**src/rtl/uart_pkg.sv**
```systemverilog
// Package: uart_pkg
// Shared definitions for the UART transmitter and receiver on the same link.
//   tx_state_t     - transmitter frame states
//   calc_bit_clks  - clock cycles per line bit, rounded to the nearest integer
package uart_pkg;

  typedef enum logic [2:0] {
    TX_IDLE,
    TX_START,
    TX_DATA,
    TX_PARITY,
    TX_STOP
  } tx_state_t;

  // Rounds CLK_HZ/BPS to the nearest whole cycle; no fractional accumulation is done.
  function automatic int calc_bit_clks(input int clk_hz, input int bps);
    return (clk_hz + bps / 2) / bps;
  endfunction

endpackage

```
**src/rtl/uart_baud_tick.sv**
```systemverilog
// Module: uart_baud_tick
// Free-running bit-period counter that is held at zero by 'start' and emits a
// one-cycle tick when it reaches 'last', then wraps to zero. The caller chooses
// 'last' per field, so one counter can time single bits or a multi-bit stop field.
// Ports:
//   clk    in   system clock
//   rst    in   synchronous reset, active-high
//   start  in   hold/clear the counter at zero (no tick while asserted)
//   last   in   terminal count (period - 1)
//   tick   out  one-cycle pulse in the final cycle of each period
module uart_baud_tick
  import uart_pkg::*;
#(
  parameter int CNT_W = 4
) (
  input  logic             clk,
  input  logic             rst,
  input  logic             start,
  input  logic [CNT_W-1:0] last,
  output logic             tick
);

  logic [CNT_W-1:0] cnt;

  // Count 0..last and wrap, so every period lasts exactly last+1 cycles.
  always_ff @(posedge clk) begin
    if (rst || start) begin
      cnt <= '0;
    end else if (cnt == last) begin
      cnt <= '0;
    end else begin
      cnt <= cnt + 1'b1;
    end
  end

  assign tick = (cnt == last) && !start;

endmodule

```
**src/rtl/uart_tx.sv**
```systemverilog
// Module: uart_tx
// UART transmitter: start bit, DATA_BITS data bits LSB-first, optional parity bit,
// STOP_BITS stop bits. Accepts bytes over valid/ready and drives the line from a flop.
// Ports:
//   clk       in   system clock
//   rst       in   synchronous reset, active-high (aborts any frame in flight)
//   tx_data   in   byte to send, sampled on accept (tx_valid & tx_ready)
//   tx_valid  in   producer has tx_data
//   tx_ready  out  can accept a byte (IDLE, or final stop-bit cycle)
//   tx        out  serial line, idle high
//   tx_busy   out  frame in progress
//   tx_done   out  one-cycle pulse in the last cycle of the final stop bit
module uart_tx
  import uart_pkg::*;
#(
  parameter int CLK_HZ      = 66_000_000,
  parameter int BITRATE_BPS = 9_600,
  parameter int DATA_BITS   = 8,
  parameter int PARITY_EN   = 0,
  parameter int PARITY_ODD  = 0,
  parameter int STOP_BITS   = 1
) (
  input  logic                 clk,
  input  logic                 rst,
  input  logic [DATA_BITS-1:0] tx_data,
  input  logic                 tx_valid,
  output logic                 tx_ready,
  output logic                 tx,
  output logic                 tx_busy,
  output logic                 tx_done
);

  localparam int BIT_CLKS = calc_bit_clks(CLK_HZ, BITRATE_BPS);
  localparam int CNT_W    = $clog2(STOP_BITS * BIT_CLKS);
  localparam int IDX_W    = $clog2(DATA_BITS);

  localparam logic [CNT_W-1:0] BIT_LAST  = CNT_W'(BIT_CLKS - 1);
  localparam logic [CNT_W-1:0] STOP_LAST = CNT_W'(STOP_BITS * BIT_CLKS - 1);
  localparam logic [IDX_W-1:0] IDX_LAST  = IDX_W'(DATA_BITS - 1);
  localparam logic             ODD_BIT   = (PARITY_ODD != 0);

  tx_state_t            state, state_next;
  logic [DATA_BITS-1:0] shift, shift_next;
  logic [IDX_W-1:0]     bit_idx, idx_next;
  logic                 parity_bit, parity_next;
  logic                 tx_q, tx_next;
  logic                 baud_tick;
  logic                 baud_clear;
  logic [CNT_W-1:0]     baud_last;
  logic                 stop_end;
  logic                 accept;

  // The whole stop field is timed as one long period, so two stop bits cost no
  // extra bit counting and the tick marks the final stop cycle directly.
  assign baud_clear = (state == TX_IDLE);
  assign baud_last  = (state == TX_STOP) ? STOP_LAST : BIT_LAST;

  uart_baud_tick #(
    .CNT_W(CNT_W)
  ) u_baud (
    .clk  (clk),
    .rst  (rst),
    .start(baud_clear),
    .last (baud_last),
    .tick (baud_tick)
  );

  // Accepting in the final stop cycle lets the next start bit follow with no gap.
  assign stop_end = (state == TX_STOP) && baud_tick;
  assign tx_ready = (state == TX_IDLE) || stop_end;
  assign accept   = tx_valid && tx_ready;
  assign tx_done  = stop_end;
  assign tx_busy  = (state != TX_IDLE);
  assign tx       = tx_q;

  // State register; the line flop is loaded with the level of the state being
  // entered, so tx changes on the same edge as the state.
  always_ff @(posedge clk) begin
    if (rst) begin
      state      <= TX_IDLE;
      shift      <= '0;
      bit_idx    <= '0;
      parity_bit <= 1'b0;
      tx_q       <= 1'b1;
    end else begin
      state      <= state_next;
      shift      <= shift_next;
      bit_idx    <= idx_next;
      parity_bit <= parity_next;
      tx_q       <= tx_next;
    end
  end

  // Next-state and next-line-level logic.
  always_comb begin
    state_next  = state;
    shift_next  = shift;
    idx_next    = bit_idx;
    parity_next = parity_bit;
    tx_next     = 1'b1;

    if (accept) begin
      shift_next  = tx_data;
      parity_next = (^tx_data) ^ ODD_BIT;
      state_next  = TX_START;
    end else begin
      case (state)
        TX_START: begin
          if (baud_tick) begin
            state_next = TX_DATA;
            idx_next   = '0;
          end
        end
        TX_DATA: begin
          if (baud_tick) begin
            shift_next = shift >> 1;
            if (bit_idx == IDX_LAST) begin
              state_next = (PARITY_EN != 0) ? TX_PARITY : TX_STOP;
            end else begin
              idx_next = bit_idx + 1'b1;
            end
          end
        end
        TX_PARITY: begin
          if (baud_tick) state_next = TX_STOP;
        end
        TX_STOP: begin
          if (baud_tick) state_next = TX_IDLE;
        end
        default: state_next = state;
      endcase
    end

    case (state_next)
      TX_START:  tx_next = 1'b0;
      TX_DATA:   tx_next = shift_next[0];
      TX_PARITY: tx_next = parity_next;
      default:   tx_next = 1'b1;
    endcase
  end

endmodule

```
**config.mk**
```make
export PLATFORM = sky130hd
export DESIGN_NAME = uart_tx
export DESIGN_NICKNAME = d
export VERILOG_FILES = /design/src/rtl/uart_pkg.sv /design/src/rtl/uart_baud_tick.sv /design/src/rtl/uart_tx.sv
export SDC_FILE = /design/constraint.sdc
export NUM_CORES = 1
export LEC_CHECK = 0
export ABC_AREA = 0
export BUFFER_PORTS_ARGS = -buffer_cell sky130_fd_sc_hd__buf_2
export CORE_UTILIZATION = 58
export DETAILED_ROUTE_END_ITERATION = 8
export GPL_TIMING_DRIVEN = 0
export PLACE_DENSITY = 0.78
export SETUP_SLACK_MARGIN = 0.5
export SYNTH_ARGS = -nofsm -noshare
export SYNTH_HDL_FRONTEND = slang
export SYNTH_HIERARCHICAL = 1
export SYNTH_SLANG_ARGS = --single-unit
```
**constraint.sdc**
```tcl
create_clock -name clk -period 2.8 [get_ports clk]
set_clock_uncertainty 0.2 [all_clocks]
set_input_delay 0.14 -clock clk [delete_from_list [all_inputs] [get_ports clk]]
set_output_delay 0.14 -clock clk [all_outputs]
set_load 0.01 [all_outputs]
```
# Word level (Yosys, flattened, before mapping)
# Index checks and enable logic that the tools add are counted.
# word_totals
reg_bits	29
in_bits	11
out_inout_bits	4
word_cells	53
# classes
addsub	2
n_eq_ne	12
n_mux	16
bitwise_logic	1
n_reduce_logical	15
# op_table
operator	n
3-bit two-way mux	9
8-bit two-way mux	3
13-bit by 1-bit adder with 13-bit output, second input constant	1
13-bit equality test, second input constant	1
3-bit by 2-bit equality test with 1-bit output, second input constant	4
3-bit case mux with 4 select lines	1
8-bit parity	1
3-bit by 1-bit equality test with 1-bit output, second input constant	2
3-bit equality test, second input constant	2
2-bit != test, second input constant	3
3-bit case mux with 2 select lines	1
2-bit nonzero test	3
5-bit AND reduction	1
3-bit by 1-bit adder with 3-bit output, second input constant	1
1-bit logical AND	3
3-bit logical NOT	1
1-bit case mux with 3 select lines	1
3-bit nonzero test	1
1-bit logical OR	2
2-bit AND reduction	1
2-bit OR reduction	1
1-bit logical NOT	1
1-bit two-way mux	1
1-bit NOT	1

# Depth between registers and ports, before layout
# Gate-level depths: netlist of the first run.
# logic_depth
depth_word	9
ltp_mapped	11
ltp_nobuf	8

# By module
# Netlist of the first run, hierarchy kept.
# by_module_without_submodules
module	instances	cells_each	area_each_um2	seq_area_each_um2
uart_tx	1	108	935.9	320.3
uart_baud_tick	1	80	785.8	260.2

# Worst setup path before layout of the first run
# OpenSTA, ideal clock, no wires.
# synth_path
kind	register to register
from	register u_baud.cnt[2]
to	register bit_idx[0]
setup_time_ns	0.071
t_arrival_ns	2.227
t_required_ns	2.529
path_slack_ns	0.302
stages_incl_launch_ff	11
n_path_buf	2
period_less_slack_ns	2.498
cell_sequence	dfxtp_1 buf_6 xnor2_2 nand3_1 nor4_4 buf_6 and2b_1 nor2b_2 o21ai_1 or3b_1 a21oi_1
# synth_via
elab_chain_len	7
word_cells_on_any_way	9
classes_between	3 x eq/ne; 1 x bitwise; 5 x reduce/logical
# synth_rtl
item	line	text
start, declared	uart_baud_tick.sv:23	logic [CNT_W-1:0] cnt;
start signal, assigned	uart_baud_tick.sv:32	cnt <= cnt + 1'b1;
13-bit equality test (*)	uart_baud_tick.sv:36	assign tick = (cnt == last) && !start;
1-bit logical AND (*)	uart_baud_tick.sv:36	
net baud_tick	uart_tx.sv:47	logic baud_tick;
1-bit logical AND	uart_tx.sv:69	assign stop_end = (state == TX_STOP) && baud_tick;
1-bit logical OR	uart_tx.sv:70	assign tx_ready = (state == TX_IDLE) || stop_end;
1-bit logical AND	uart_tx.sv:71	assign accept = tx_valid && tx_ready;
1-bit NOT (no source line)	n/a	
5-bit AND reduction (no source line) (*)	n/a	
end signal, assigned	uart_tx.sv:88	bit_idx <= idx_next;
end, declared	uart_tx.sv:44	logic [IDX_W-1:0] bit_idx, idx_next;
# Mark *: on every way through the listed nets, which the timed path passes. The rest lies on a longest branch.
# A chain may end at the register's enable or synchronous reset.

# Final worst setup path of the first run
# layout_path
from	register u_baud.cnt[9]
to	register shift[3]
# layout_via
elab_chain_len	7
word_cells_on_any_way	9
classes_between	1 x eq/ne; 1 x mux; 7 x reduce/logical
# layout_rtl
item	line	text
13-bit equality test (*)	uart_baud_tick.sv:36	
1-bit logical AND (*)	uart_baud_tick.sv:36	
net baud_tick	uart_tx.sv:47	
1-bit logical AND	uart_tx.sv:69	
1-bit logical OR	uart_tx.sv:70	
1-bit logical AND	uart_tx.sv:71	
2-bit nonzero test (no source line)	n/a	
2-bit AND reduction (no source line)	n/a	
end signal, assigned	uart_tx.sv:87	shift <= shift_next;
end, declared	uart_tx.sv:43	logic [DATA_BITS-1:0] shift, shift_next;
# Marked as above.

==> metrics.cfg, run 1 <==
[synthesis]
synth_largest_area_cell = dfxtp_1
synth_top_flop_cell = dfxtp_1
ys_async_sr_fraction_pct = 0
synth_top_area_share_pct = 33.72
synth_edf_count = 0
synth.top_cells.by_area = dfxtp_1 34%, xnor2_1 14%, a311oi_2 5.2%
synthDistinctLibCells = 44
yosysSeqAreaShare_pct = 33.72
ys_top_cells_by_count = 29 x dfxtp_1, 27 x xnor2_1, 22 x nand2_1, 13 x a21oi_1, 11 x nor4_1
avgSynthCellArea_um2 = 9.158
yosysWarnings = 6
postSynthCellCount = 188
yosysMostFrequentCell = dfxtp_1
ys_ff_latch = 29
syn_area_mm2 = 0.001722

[global_route]
grt_max_degree = 11
grt_pass1_wl_um = 6803
grt_pass1_vias = 1543
overflow = 0
antenna_found_initial = 0
grt_usage_pct = 27.74

[clocking]
root_buffer = clkbuf_4
cts_tree = done
clk_path_buf_depth = 2
cts_sinks = 29
clkTransAtPathRegs_ns = 0.11
clkLatencyLatePin_ns = 0.34
cts_max_level = 2
numCtsBuffers = 5

[routing]
drtAntennaViolNets = 0
route.detailed.drc = 0
num_vias = 1697
wl_um = 5265
first_pass_iters = 4
wl_per_cell_um = 18.67
drt_iter0_markers = 74
via_per_inst = 6.018

[timing]
worstMarginPinSlew_ns = 0.6733
fin_crit_ns = 2.527
setup_violations = 0
relSlewSlack_pct = 55.12
final-hold-violation-count = 0
rsz0062_at_grt = true
finalMaxSlewViolations = 0
setup_ws_ns = 0.2730
fin_tns_setup_ns = 0
fin_crit_sh_pct = 90.25
fmaxAchievable_mhz = 395.7

[min_path]
hold_depth = 2
worstHoldStart = bit_idx[1]
hold_class = reg -> reg
min_to = bit_idx[1]

[worst_setup_path]
arrival_ns = 2.59
ff2ff_path_depth = 10
crit_type = reg -> reg
crit_fanout = 6
critPathCaptureType = register
timing.rr.start = u_baud/cnt[9]
start_kind = register
worstReg2RegEnd = shift[3]
rrSetupSlack_ns = 0.27
crit_required_ns = 2.86

[finish]
multi_input_area_mm2 = 0.001286
area_growth_pct = 41.35
nNetsFinal = 264
antenna_cells = 0
final_cell_area_mm2 = 0.002434
drive_above_1_share_pct = 43.03
fin_util_pct = 87.49
fillCellCount = 131
sequential_cell_area_um2 = 601.8

[placed_design]
gp_congestion = 0.8543
dpl.hpwl_um = 2532
place_area_mm2 = 0.001904
port_buffers = 14
post-place-ws_ns = 0.1144

[floorplan]
fp.dieW_um = 56.48
ios = 15
initial_core_util_pct = 61.90
die_area_mm2 = 0.003190
fp.coreArea_mm2 = 0.002781
num_rows = 19
die_h_um = 56.48

[outcome]
status = completed

[power]
peakVddDrop_v = 0.0005154
power_leakage_nw = 0.9137
powerDensity_mw_per_mm2 = 383.7

[job]
drv_cap = 0

[flip-flops by register name, summed over array words and instances (netlist names)]
register / flops
parity_bit: 1
tx: 1
bit_idx: 3
state: 3
u_baud/cnt: 13
shift: 8
[kinds of logic after synthesis]
| group | count (synthesis) | synth area share, % |
|---|---|---|
| and+or+nand+nor | 74 | 26.45 |
| AOI/OAI and AO/OA | 32 | 15.26 |
| xor gates and xnor gates | 31 | 16.21 |
| DFF | 29 | 33.72 |
| buffers and inverters | 16 | 5.160 |
| adders and majority gates | 3 | 2.180 |
| other | 2 | 0.4362 |
| muxes | 1 | 0.5814 |
[where the power goes]
part	internal (mW)	total, mW	switching [mW]	leakage (nW)
clock	0.145	0.304	0.159	0.0413
combinational	0.0895	0.197	0.107	0.630
sequential	0.423	0.433	0.00972	0.242
[metal layers]
metal / up-vias / track usage, % / wire [um]
li1: 788 / - / -
met1: 805 / 32.17 / 2089
met2: 83 / 46.72 / 2682
met3: 21 / 7.834 / 318
met4: 0 / 13.24 / 175
met5: - / 0 / 0
[worst max-delay path: stages, from the launching register on]
cell      delay, ns
dfxtp_4        0.39
xnor2_2        0.11
nand4_1        0.16
nor4_4         0.36
buf_6          0.14
and2b_2        0.20
nand2b_4       0.19
and3_4         0.22
buf_6          0.14
nand2_2        0.07
a311oi_2       0.26
[cells in the final DEF (no fill, tap or decap), types with 2 or more instances in the layout]
| cell type | n |
|---|---|
| conb_1 | 13 |
| nand2_4 | 3 |
| nand2_2 | 5 |
| a211oi_2 | 2 |
| and3_1 | 2 |
| dfxtp_4 | 4 |
| dfxtp_1 | 20 |
| nor2_1 | 7 |
| dlygate4sd3_1 | 10 |
| nand2_1 | 14 |
| nand4_1 | 2 |
| dfxtp_2 | 5 |
| buf_4 | 14 |
| a311oi_2 | 6 |
| nand3_1 | 5 |
| xor2_1 | 3 |
| buf_6 | 11 |
| xnor2_1 | 24 |
| and2_4 | 2 |
| clkbuf_8 | 2 |
| ha_1 | 3 |
| clkbuf_4 | 5 |
| nor4_1 | 11 |
| a21oi_2 | 6 |
| inv_1 | 6 |
| nand3_4 | 2 |
| xnor2_2 | 4 |
| clkbuf_1 | 4 |
| o21ai_2 | 2 |
| o2111ai_2 | 2 |
| nor4_2 | 4 |
| a21oi_1 | 7 |
| buf_2 | 14 |
[metrics by stage]
| stage | cells | hold slack, ns | power, mW |
|---|---|---|---|
| finish | 282 | 0.3073 | 0.9339 |
| global route | 282 | 0.3124 | 0.9608 |
| global placement | 244 | 0.1637 | 0.5685 |
| CTS | 273 | 0.2658 | 0.8897 |
| detailed placement | 244 | 0.1681 | 0.5737 |
| floorplan | 199 | 0.01185 | 0.5417 |
[how the worst max path moves through the flow]
stage / startpoint / end / slack [ns] / cells after the start
6_report: u_baud/cnt[9] / shift[3] / 0.27 / 10
5_1_grt: u_baud/cnt[10] / shift[6] / 0.18 / 10
4_1_cts: u_baud/cnt[2] / shift[6] / 0.36 / 11
3_5_place_dp: u_baud/cnt[8] / shift[6] / 0.11 / 10
3_3_place_gp: u_baud/cnt[8] / shift[6] / 0.14 / 10
2_1_floorplan: u_baud/cnt[3] / shift[1] / 0.51 / 10
[layout make-up]
| class | instances | area share [%] |
|---|---|---|
| timing repair buffer | 43 | 14.04 |
| buffer | 10 | 2.982 |
| inverter | 6 | 0.9255 |
| clock inverter | 1 | 0.2057 |
| sequential | 29 | 24.73 |
| clock buffer | 7 | 2.674 |
| tap | 31 | 1.594 |
| multi-input combinational | 155 | 52.85 |
[what timing repair did]
| item | in CTS | in global routing |
|---|---|---|
| pin swaps | 10 | 23 |
| endpoints found under the setup margin | 18 | 18 |
| setup buffers | 10 | 8 |
| gates resized for setup | 16 | 36 |
| cloned | 1 | 1 |
| hold buffers | 10 | 0 |
| hold endpoints to repair | 12 | 0 |
Note: power is estimated with default switching activity, not from simulation.
==> run 2, diff against run 1 <==
--- a/config.mk
+++ b/config.mk
@@ -5,12 +5,12 @@
 export SDC_FILE = /design/constraint.sdc
 export NUM_CORES = 1
 export LEC_CHECK = 0
-export ABC_AREA = 0
+export ABC_AREA = 1
 export BUFFER_PORTS_ARGS = -buffer_cell sky130_fd_sc_hd__buf_2
-export CORE_UTILIZATION = 58
+export CORE_UTILIZATION = 59
 export DETAILED_ROUTE_END_ITERATION = 8
 export GPL_TIMING_DRIVEN = 0
-export PLACE_DENSITY = 0.78
+export PLACE_DENSITY = 0.79
 export SETUP_SLACK_MARGIN = 0.5
 export SYNTH_ARGS = -nofsm -noshare
 export SYNTH_HDL_FRONTEND = slang
==> metrics.cfg, run 2 <==
[finish]
reg.largest.list = u_baud/cnt: 13 flops, shift: 8 flops
mostFrequentLayoutCells = 85 x nand2_1, 36 x nor2_1, 34 x inv_1
largest_reg_flops = 13  ; unchanged
antenna_cells = 0  ; unchanged
area_growth_pct = 27.00
nNetsFinal = 363  ; +38%
top_register = u_baud/cnt
fin_util_pct = 82.32  ; -5.2 points
multi_input_area_mm2 = 0.001184  ; -8.0%
fillCellCount = 207  ; +58%
final_common_cell = nand2_1
drive_above_1_share_pct = 20.57  ; -22 points
sequential_cell_area_um2 = 591.8  ; -1.7%

[power]
power_frac_comb_pct = 22.1  ; +1.0 points
p_int_uw = 745.0  ; +13%
power_switching_share_pct = 28.49  ; -1.0 points
finalPower_mw = 1.042  ; +12%
power_frac_seq_pct = 43.5  ; -2.9 points
power_switching_uw = 296.8  ; +7.7%
peakVddDrop_v = 0.0004486  ; -13%
clock_power_share_pct = 34.5  ; +1.9 points
power_leakage_nw = 1.118  ; +22%
powerDensity_mw_per_mm2 = 443.6  ; +16%

[timing]
hold_ws_ns = 0.01394  ; -0.2934 ns
rsz0062_at_grt = true
fmaxAchievable_mhz = 446.7  ; +13%
finalMaxSlewViolations = 0  ; unchanged
setup_ws_ns = 0.5616  ; +0.2885 ns
fin_tns_setup_ns = 0  ; unchanged
final-hold-violation-count = 0  ; unchanged
fin_crit_ns = 2.238  ; -0.2885 ns
setup_violations = 0  ; unchanged
fin_crit_sh_pct = 79.94  ; -10 points

[synthesis]
syn_area_mm2 = 0.001849  ; +7.4%
yosysWarnings = 6  ; unchanged
postSynthCellCount = 286  ; +52%
yosysMostFrequentCell = nand2_1
synth_top_area_share_pct = 31.39  ; -2.3 points
synth_top_flop_cell = dfxtp_1
ys_async_sr_fraction_pct = 0  ; unchanged
ys_top_cells_by_count = 88 x nand2_1, 38 x nor2_1, 35 x inv_1, 29 x dfxtp_1, 18 x nand3_1
synth_edf_count = 0  ; unchanged
ys_ff_latch = 29  ; unchanged
synth.top_cells.by_area = dfxtp_1 31%, nand2_1 18%, nor2_1 7.7%
yosysSeqAreaShare_pct = 31.39  ; -2.3 points
avgSynthCellArea_um2 = 6.466  ; -29%
synthDistinctLibCells = 31  ; -30%
synth_largest_area_cell = dfxtp_1

[routing]
num_vias = 1834  ; +8.1%
drt_iter0_markers = 76  ; +2.7%
wl_per_cell_um = 10.25  ; -45%
first_pass_iters = 5  ; +1
route.detailed.drc = 0  ; unchanged
via_per_inst = 4.814  ; -20%
wl_um = 3904  ; -26%
drtAntennaViolNets = 0  ; unchanged

[min_path]
hold_depth = 4  ; +2
min_to = shift[0]
hold_class = in -> reg
worstHoldStart = tx_data[0]

[worst_setup_path]
max_stage_delay_ns = 0.39  ; about the same
rrSetupSlack_ns = 0.59  ; +0.32 ns
start_kind = register
arrival_ns = 1.90  ; -0.69 ns
timing.rr.start = u_baud/cnt[3]
crit_fanout = 6  ; unchanged
critPathCaptureType = primary output
crit_required_ns = 2.46  ; -0.40 ns
crit_slowest_cell = dfxtp_2
crit_chain = inv_1 > nand2_1 > nand2_1 > nor2_1 > nand2_1 > nor2_1 > nand2_2 > nor2_1 > buf_4 > inv_6 > a21oi_1 > buf_2
worstReg2RegEnd = shift[6]
cp.buffers_inverters = 4  ; +2
crit_type = reg -> out
crit_family = simple AND/OR/NAND/NOR gates
ff2ff_path_depth = 17  ; +7

[clocking]
cts_sinks = 29  ; unchanged
clkTransAtPathRegs_ns = 0.09  ; -0.02 ns
cts_max_level = 2  ; unchanged
cts_tree = done
clkLatencyLatePin_ns = 0.32  ; -0.02 ns
clk_path_buf_depth = 2  ; unchanged
numCtsBuffers = 5  ; unchanged
root_buffer = clkbuf_4

[global_route]
grt_usage_pct = 24.01  ; -3.7 points
overflow = 0  ; unchanged
grt_use_met1_pct = 25.21  ; -7.0 points
grt_use_met2_pct = 45.65  ; -1.1 points
busiest_layer = met2
grt_pass1_wl_um = 6223  ; -8.5%
antenna_found_initial = 0  ; unchanged
grtUsageMet3_pct = 5.357  ; -2.5 points
grt_pass1_vias = 1607  ; +4.1%
grt_max_degree = 11  ; unchanged

[placed_design]
port_buffers = 14  ; unchanged
gp_congestion = 0.9494  ; +11%
dpl.hpwl_um = 2602  ; +2.8%
post-place-ws_ns = 0.4246  ; +0.3102 ns

[outcome]
status = completed

[floorplan]
fp.coreArea_mm2 = 0.002853  ; +2.6%
initial_core_util_pct = 64.82  ; +2.9 points
die_area_mm2 = 0.003362  ; +5.4%
die_h_um = 57.99  ; +2.7%
ios = 15  ; unchanged
fp.dieW_um = 57.99  ; +2.7%
num_rows = 19  ; unchanged

[job]
drv_cap = 0  ; unchanged

[run 2: cell count changes after synthesis, sizes merged, moves of 5 or more]
cell    change
xor2        +9
nand2      +70
nor4       -16
a311oi      -6
xnor2      -22
a31oi       +5
nor2       +33
or2         +5
inv        +33
nand3      +12
a21oi       -6
[run 2: logic make-up (layout without fill, tap and decap cells)]
logic type,count (synthesis),count (layout),share of synthesized area [%]
AND/OR/NAND/NOR,168,168,40.12
buffers and inverters,46,88,11.03
flip-flops,29,29,31.39
AO/OA/AOI/OAI,20,20,6.496
XOR/XNOR,18,18,8.525
adder cells (fa/ha/maj),3,3,2.030
other,2,24,0.4061
[run 2: through the flow]
| stage | area [um^2] | std cells |
|---|---|---|
| floorplan | 1932 | 308 |
| global placement | 2041 | 353 |
| detailed placement | 2041 | 353 |
| CTS | 2226 | 371 |
| global route | 2349 | 381 |
| finish | 2349 | 381 |
[run 2: final cells by class]
cell class	count	share of cell area, %
multi-input combinational	233	50.40
sequential	29	25.20
timing repair buffer	34	10.12
inverter	40	6.713
clock buffer	7	2.344
buffer	6	2.291
tap	31	1.652
clock inverter	1	1.279
[run 2: worst min-delay path, stage by stage]
cell,delay [ns]
buf_2,0.11
or2_0,0.11
nand2_1,0.07
nor2_1,0.07
[run 2: power groups by stage]
stage / Sequential [mW] / Combinational, mW / Clock, mW
6_report: 0.453 / 0.230 / 0.359
5_1_grt: 0.457 / 0.258 / 0.388
2_1_floorplan: 0.460 / 0.154 / 0
3_3_place_gp: 0.462 / 0.198 / 0
3_5_place_dp: 0.462 / 0.202 / 0
4_1_cts: 0.453 / 0.214 / 0.369
[run 2: worst max path at each step]
stage / slack [ns] / cells past startpoint / startpoint / to
after floorplan: 0.79 / 17 / u_baud/cnt[7] / shift[3]
after global placement: 0.49 / 17 / u_baud/cnt[6] / shift[6]
after detailed placement: 0.42 / 17 / u_baud/cnt[6] / shift[5]
after CTS: 0.52 / 17 / u_baud/cnt[3] / shift[5]
after global routing: 0.40 / 12 / u_baud/cnt[4] / tx_ready
final: 0.56 / 12 / u_baud/cnt[3] / tx_ready
[run 2: timing repair]
| item | CTS | global route |
|---|---|---|
| gates resized for setup | 3 | 19 |
| hold endpoints to repair | 12 | 0 |
| cloned | 0 | 1 |
| setup endpoints to repair | 10 | 16 |
| pin swaps | 0 | 8 |
| hold buffers | 8 | 0 |
| setup buffers | 2 | 9 |
[run 2: routing by layer]
metal,up-vias,part of all wire (%)
met3,12,3.2
li1,985,-
met5,-,0
met4,0,2.8
met1,801,41
met2,36,53
